**config.mk**
```make
export PLATFORM = sky130hd
export DESIGN_NAME = sync_fifo_pro
export DESIGN_NICKNAME = d
export VERILOG_FILES = /design/src/rtl/file2bus_pkg.sv /design/src/rtl/fifo_mem.sv /design/src/rtl/sync_fifo_pro.sv
export SDC_FILE = /design/constraint.sdc
export NUM_CORES = 1
export LEC_CHECK = 0
export CORE_ASPECT_RATIO = 1.1
export CORE_UTILIZATION = 37
export CTS_BUF_LIST = sky130_fd_sc_hd__clkbuf_16
export DETAILED_ROUTE_END_ITERATION = 12
export GPL_TIMING_DRIVEN = 0
export SLEW_MARGIN = 5
export SYNTH_ARGS = -nofsm -noshare
export SYNTH_HDL_FRONTEND = slang
export SYNTH_SLANG_ARGS = --single-unit
```
**constraint.sdc**
```tcl
create_clock -name clk -period 3.1 [get_ports clk]
set_clock_uncertainty 0.2 [all_clocks]
set_input_delay 0.62 -clock clk [delete_from_list [all_inputs] [get_ports clk]]
set_output_delay 0.62 -clock clk [all_outputs]
set_load 0.1 [all_outputs]
```
**src/rtl/file2bus_pkg.sv**
```systemverilog
// rtl/file2bus_pkg.sv - shared File2Bus datapath constants
package file2bus_pkg;

   // default buffer geometry between the file reader and the bus master
   localparam int F2B_DATA_WIDTH = 22;
   localparam int F2B_DEPTH      = 16;

   // read-side presentation modes of sync_fifo_pro
   localparam int FIFO_STD  = 0;
   localparam int FIFO_FWFT = 1;

   // next pointer value with an explicit wrap at depth-1, so any depth is fully usable
   function automatic int wrap_inc(input int ptr, input int depth);
      return (ptr == depth - 1) ? 0 : ptr + 1;
   endfunction

endpackage

```
**src/rtl/fifo_mem.sv**
```systemverilog
// rtl/fifo_mem.sv - DEPTH x DATA_WIDTH register array, sync write, async read
module fifo_mem #(
   parameter int DATA_WIDTH = 22,
   parameter int DEPTH      = 16,
   localparam int AW        = $clog2(DEPTH)
) (
   input  logic                  clk,
   input  logic                  we,
   input  logic [AW-1:0]         waddr,
   input  logic [DATA_WIDTH-1:0] wdata,
   input  logic [AW-1:0]         raddr,
   output logic [DATA_WIDTH-1:0] rdata
);

   logic [DATA_WIDTH-1:0] mem [DEPTH];

   // storage is deliberately not reset; only occupancy state is cleared
   always_ff @(posedge clk) begin
      if (we) begin
         mem[waddr] <= wdata;
      end
   end

   assign rdata = mem[raddr];

endmodule

```
**src/rtl/sync_fifo_pro.sv**
```systemverilog
// rtl/sync_fifo_pro.sv - single-clock FIFO with count, thresholds, sticky errors and FWFT option
module sync_fifo_pro
   import file2bus_pkg::*;
#(
   parameter int DATA_WIDTH = F2B_DATA_WIDTH,
   parameter int DEPTH      = F2B_DEPTH,
   parameter int FWFT       = FIFO_STD,
   parameter int AF_LEVEL   = DEPTH - 2,
   parameter int AE_LEVEL   = 2,
   localparam int AW        = $clog2(DEPTH),
   localparam int CW        = $clog2(DEPTH + 1)
) (
   input  logic                  clk,
   input  logic                  rst,
   input  logic                  wr_en,
   input  logic [DATA_WIDTH-1:0] data_in,
   input  logic                  rd_en,
   output logic [DATA_WIDTH-1:0] data_out,
   output logic                  rd_valid,
   output logic                  full,
   output logic                  empty,
   output logic                  almost_full,
   output logic                  almost_empty,
   output logic [CW-1:0]         count,
   output logic                  overflow,
   output logic                  underflow,
   input  logic                  err_clr
);

   logic [AW-1:0]         wr_ptr;
   logic [AW-1:0]         rd_ptr;
   logic [CW-1:0]         count_q;
   logic                  wr_acc;
   logic                  rd_acc;
   logic [DATA_WIDTH-1:0] head;

   // status is decoded from the registered count only; pointers never decide full/empty
   assign full         = (count_q == CW'(DEPTH));
   assign empty        = (count_q == '0);
   assign almost_full  = (count_q >= CW'(AF_LEVEL));
   assign almost_empty = (count_q <= CW'(AE_LEVEL));
   assign count        = count_q;

   // a full FIFO still drains and an empty FIFO still fills when both are requested
   assign wr_acc = wr_en & ~full;
   assign rd_acc = rd_en & ~empty;

   // pointers advance on accepted transfers and wrap by compare to support non-power-of-two depth
   always_ff @(posedge clk) begin
      if (rst) begin
         wr_ptr <= '0;
         rd_ptr <= '0;
      end else begin
         if (wr_acc) begin
            wr_ptr <= (wr_ptr == AW'(DEPTH - 1)) ? '0 : wr_ptr + AW'(1);
         end
         if (rd_acc) begin
            rd_ptr <= (rd_ptr == AW'(DEPTH - 1)) ? '0 : rd_ptr + AW'(1);
         end
      end
   end

   // occupancy: simultaneous accepted write and read cancel out
   always_ff @(posedge clk) begin
      if (rst) begin
         count_q <= '0;
      end else begin
         count_q <= count_q + CW'(wr_acc) - CW'(rd_acc);
      end
   end

   // sticky error flags; a fresh error in the same cycle as err_clr keeps the flag set
   always_ff @(posedge clk) begin
      if (rst) begin
         overflow  <= 1'b0;
         underflow <= 1'b0;
      end else begin
         if (wr_en & full) begin
            overflow <= 1'b1;
         end else if (err_clr) begin
            overflow <= 1'b0;
         end
         if (rd_en & empty) begin
            underflow <= 1'b1;
         end else if (err_clr) begin
            underflow <= 1'b0;
         end
      end
   end

   fifo_mem #(
      .DATA_WIDTH (DATA_WIDTH),
      .DEPTH      (DEPTH)
   ) u_mem (
      .clk   (clk),
      .we    (wr_acc),
      .waddr (wr_ptr),
      .wdata (data_in),
      .raddr (rd_ptr),
      .rdata (head)
   );

   if (FWFT == FIFO_FWFT) begin : g_fwft
      // head word is presented directly; forced to zero while empty so reset reads back 0
      always_comb begin
         data_out = '0;
         rd_valid = ~empty;
         if (!empty) begin
            data_out = head;
         end
      end
   end else begin : g_std
      logic [DATA_WIDTH-1:0] data_q;
      logic                  valid_q;

      // registered read: capture head on an accepted pop, otherwise hold the last word
      always_ff @(posedge clk) begin
         if (rst) begin
            data_q  <= '0;
            valid_q <= 1'b0;
         end else begin
            valid_q <= rd_acc;
            if (rd_acc) begin
               data_q <= head;
            end
         end
      end

      assign data_out = data_q;
      assign rd_valid = valid_q;
   end

endmodule

```
==> key figures <==
Worst setup path
  – CP dominant cell by count: ha_4
  – Max incr delay on CP: between 0.5 and 0.6 ns
  – Worst setup EP type: flop
  – Crit Reg-Reg Startpoint: count[3]
  – Crit-path max FO: 5
  – R2R Path End: count[4]
  – Worst EP required: ~3.4 ns
  – CP cell instances: inv_4, ha_4, or4b_4, nand2_8, clkinv_16, ha_4, inv_1, ha_4, fa_2, nand2b_1, a21oi_1, or3_1, a21oi_1
  – Setup crit start: count[3]
  – R2r setup slk: between 0.1 and 0.15 ns
  – Crit-path slowest cell: or4b_4
  – Setup CP Type: flop to flop
  – Worst Setup Start Kind: flop
  – FF-to-FF path depth: 13
  – CP arrival: between 3 and 4 ns

Layout
  – Antenna diodes: 0
  – Net count, final: 980
  – Area Growth Syn to Fin: 19.39%
  – Fin area: approximately 18000 µm²
  – Layout cells sized above 1: between 20 and 25%

Clocking
  – # clock sinks: a little under 400
  – CTS Buf Count: 40
  – CTS root buf: clkbuf_16
  – CTS tree: yes
  – H-tree depth: 2
  – CTS Hold Buffers Added: 0
  – Clock-pin slew on the worst setup and hold paths: about 0.060 ns
  – Clk buf depth: 3
  – Skew-Pair Late Insertion Delay: approximately 0.53 ns

Power and ir drop
  – Power per cell area: between 700 and 800 nW/µm²
  – VDD IR max: ~0.33 mV
  – Leakage Power: ~5.7 nW

Global route
  – GRT Total Usage: 16.58%
  – Number of global-route vias before repair: 8018
  – Antenna violations before repair: 0
  – Gr ovfl total: 0
  – First-pass GRT wire length: between 50 and 60 mm
  – Largest net degree at the start of global routing: 23

Floorplan
  – Starting Density: 37.57%
  – Die ar.: 41700 µm²
  – Ports: between 60 and 70
  – Row Count: between 70 and 80
  – Die width: 194.8 µm
  – Die height: between 200 and 250 µm
  – Core ar.: about 40000 µm²

Detailed routing
  – Mean routed wirelength per cell: between 20 and 25 µm
  – Drt pass-1 iters: 5
  – Via Count: 7752
  – Routed vias/inst: 5.245
  – Post-Route WL: between 30 and 40 mm
  – # DRC: 0
  – Antenna Nets Post-Route: 0
  – Starting DRT DRC Count: between 600 and 700

Timing
  – Tmin final: around 3.0 ns
  – Fmax: ~0.33 GHz
  – Final setup viols: 0
  – RSZ-0062 raised after global routing: no
  – Slew @ Worst Pin: 1.020 ns
  – Final setup TNS: 0 ns
  – Period utilization: between 90% and 100%
  – Slew HR: a little under a third
  – Final slew viol count: 0
  – Hold Vio Cnt, Final: 0

Synthesis
  – Cell count after synthesis: slightly above 800
  – Average cell area after synthesis: ~18 µm²
  – Seq cells post-synth: 390
  – Post-synthesis cell area: between 15000 and 20000 µm²
  – Post-Syn Nets: approximately 860
  – Seq/Total Area, Yosys: between 70% and 80%
  – Post-synth cell types: 42
  – Yosys warnings: 0

Hold path
  – Hold Path Class: flop to flop
  – Hold-critical path endpoint: data_out[21]
  – Hold path start: data_out[21]
  – Hold depth: 2

Run status
  – Outcome: finished, final reports clean

Placed design
  – RePlAce Congestion: ~0.76
  – Cell Area, Placed: ~17000 µm²
  – HPWL after DPL: about 22 mm
  – Port buffer count: 59

Run
  – Max Cap Violations: 0
cell usage after synthesis (all sizes together):
cell	number	area, µm²
a211oi	21	242.7
nor2	43	161.4
a311oi	1	15.01
nor2b	4	25.02
mux2	1	11.26
nand2	15	63.81
o211ai	1	7.510
xor2	4	35.03
clkbuf	15	56.30
and2	1	6.260
a22oi	21	157.7
inv	13	48.79
nand3	7	35.03
or4b	1	13.76
o22ai	42	262.8
edfxtp	352	10570
nand4bb	1	11.26
fa	1	20.02
or4	1	7.510
a21oi	14	70.07
nor3	25	125.1
nand3b	3	22.52
nand2b	3	18.77
or3b	1	8.760
o21ai	5	25.02
mux2i	86	860.8
mux4	45	1013
buf	31	231.5
dfxtp	38	760.7
or3	2	12.51
and2b	1	7.510
ha	16	200.2
o21a	1	7.510
a31oi	2	12.51
kinds of logic (layout without fill, tap and decap cells):
family | after synthesis | count (layout) | share of synthesized area, %
multiplexers | 132 | 132 | 12.46
adder cells (fa/ha/maj) | 17 | 17 | 1.456
AND/OR/NAND/NOR | 108 | 108 | 3.432
buffers and inverters | 59 | 206 | 2.225
AO/OA/AOI/OAI | 108 | 108 | 5.293
flip-flops | 390 | 390 | 74.90
XOR/XNOR | 4 | 4 | 0.2316
cell type report:
cell class | instances | area [µm²]
repair buffers | 78 | 870.8
flip-flops and latches | 390 | 11340
multi-input cells | 369 | 3645
well taps | 513 | 641.9
fillers | 3454 | 22210
plain buffers | 44 | 272.8
inverters | 13 | 80.08
clock buffers | 41 | 1026
clock inverters | 30 | 183.9
worst max-delay path by stage:
stage	to	depth (start not counted)
floorplan	count[4]	14
CTS	count[4]	13
global route	count[4]	13
finish	count[4]	13
detailed placement	u_mem.mem[0][8]	6
global placement	u_mem.mem[4][8]	5
layout by cell type (no fill, tap or decap), types with 5 or more instances in the layout:
master	netlist	layout
a211oi_2	17	17
buf_2	16	17
nor2_1	43	31
a21oi_1	14	14
buf_16	0	6
clkbuf_1	15	14
dfxtp_1	38	33
a22oi_1	21	21
buf_4	4	14
buf_6	7	6
mux2i_1	86	86
nand2_1	14	14
o22ai_1	42	42
inv_1	12	24
clkinv_2	0	7
clkdlybuf4s50_1	0	55
clkinv_1	0	5
nor3_1	25	21
nand3_1	7	7
edfxtp_1	352	352
nor2_4	0	12
clkbuf_16	0	41
ha_1	16	13
mux4_2	45	45
sequential cells by signal, indices dropped and copies added, names as in the netlist:
signal	flops
count	5
rd_ptr	4
rd_valid	1
data_out	22
wr_ptr	4
overflow	1
underflow	1
u_mem.mem	352
critical path, delay by kind of cell, from the launching register on:
family	cells	cell delay (ns)
compound gates	2	0.20
fa+ha+maj	4	0.90
buf+inv	3	0.20
flops	1	0.36
simple gates	4	1.04
power by group:
part / switching [mW] / leakage (nW) / internal, mW / total (mW)
Clock: 1.93 / 0.652 / 2.56 / 4.48
Sequential: 0.151 / 3.49 / 5.99 / 6.14
Combinational: 2.41 / 1.59 / 1.23 / 3.65
Total: 4.49 / 5.73 / 9.78 / 14.3
stage by stage:
step	setup slack, ns	power, mW	hold slack, ns	cells	util [%]
2_1_floorplan	0.01116	8.841	0.2812	818	-
5_1_grt	0.01594	14.79	0.3433	1478	44.85
6_report	0.1036	14.28	0.2986	1478	44.85
3_3_place_gp	-1.476	9.750	0.2954	1390	40.76
4_1_cts	0.008756	14.30	0.3040	1470	44.56
3_5_place_dp	-0.3656	9.831	0.2954	1398	41.53
metal layers:
layer  track usage [%]  part of all wire, %  wire (µm)
met1             22.90                   46      15560
met2             27.18                   48      16320
met3             2.642                  4.3       1444
met4             4.646                  1.9        629
met5                 0                    0          0
what timing repair did:
action                                  in CTS  in global routing
pin swaps                                    1                  4
endpoints found under the setup margin       5                 36
gates resized for setup                     12                 11
buffers inserted                             2                  9
(Power assumes the default switching activity.)
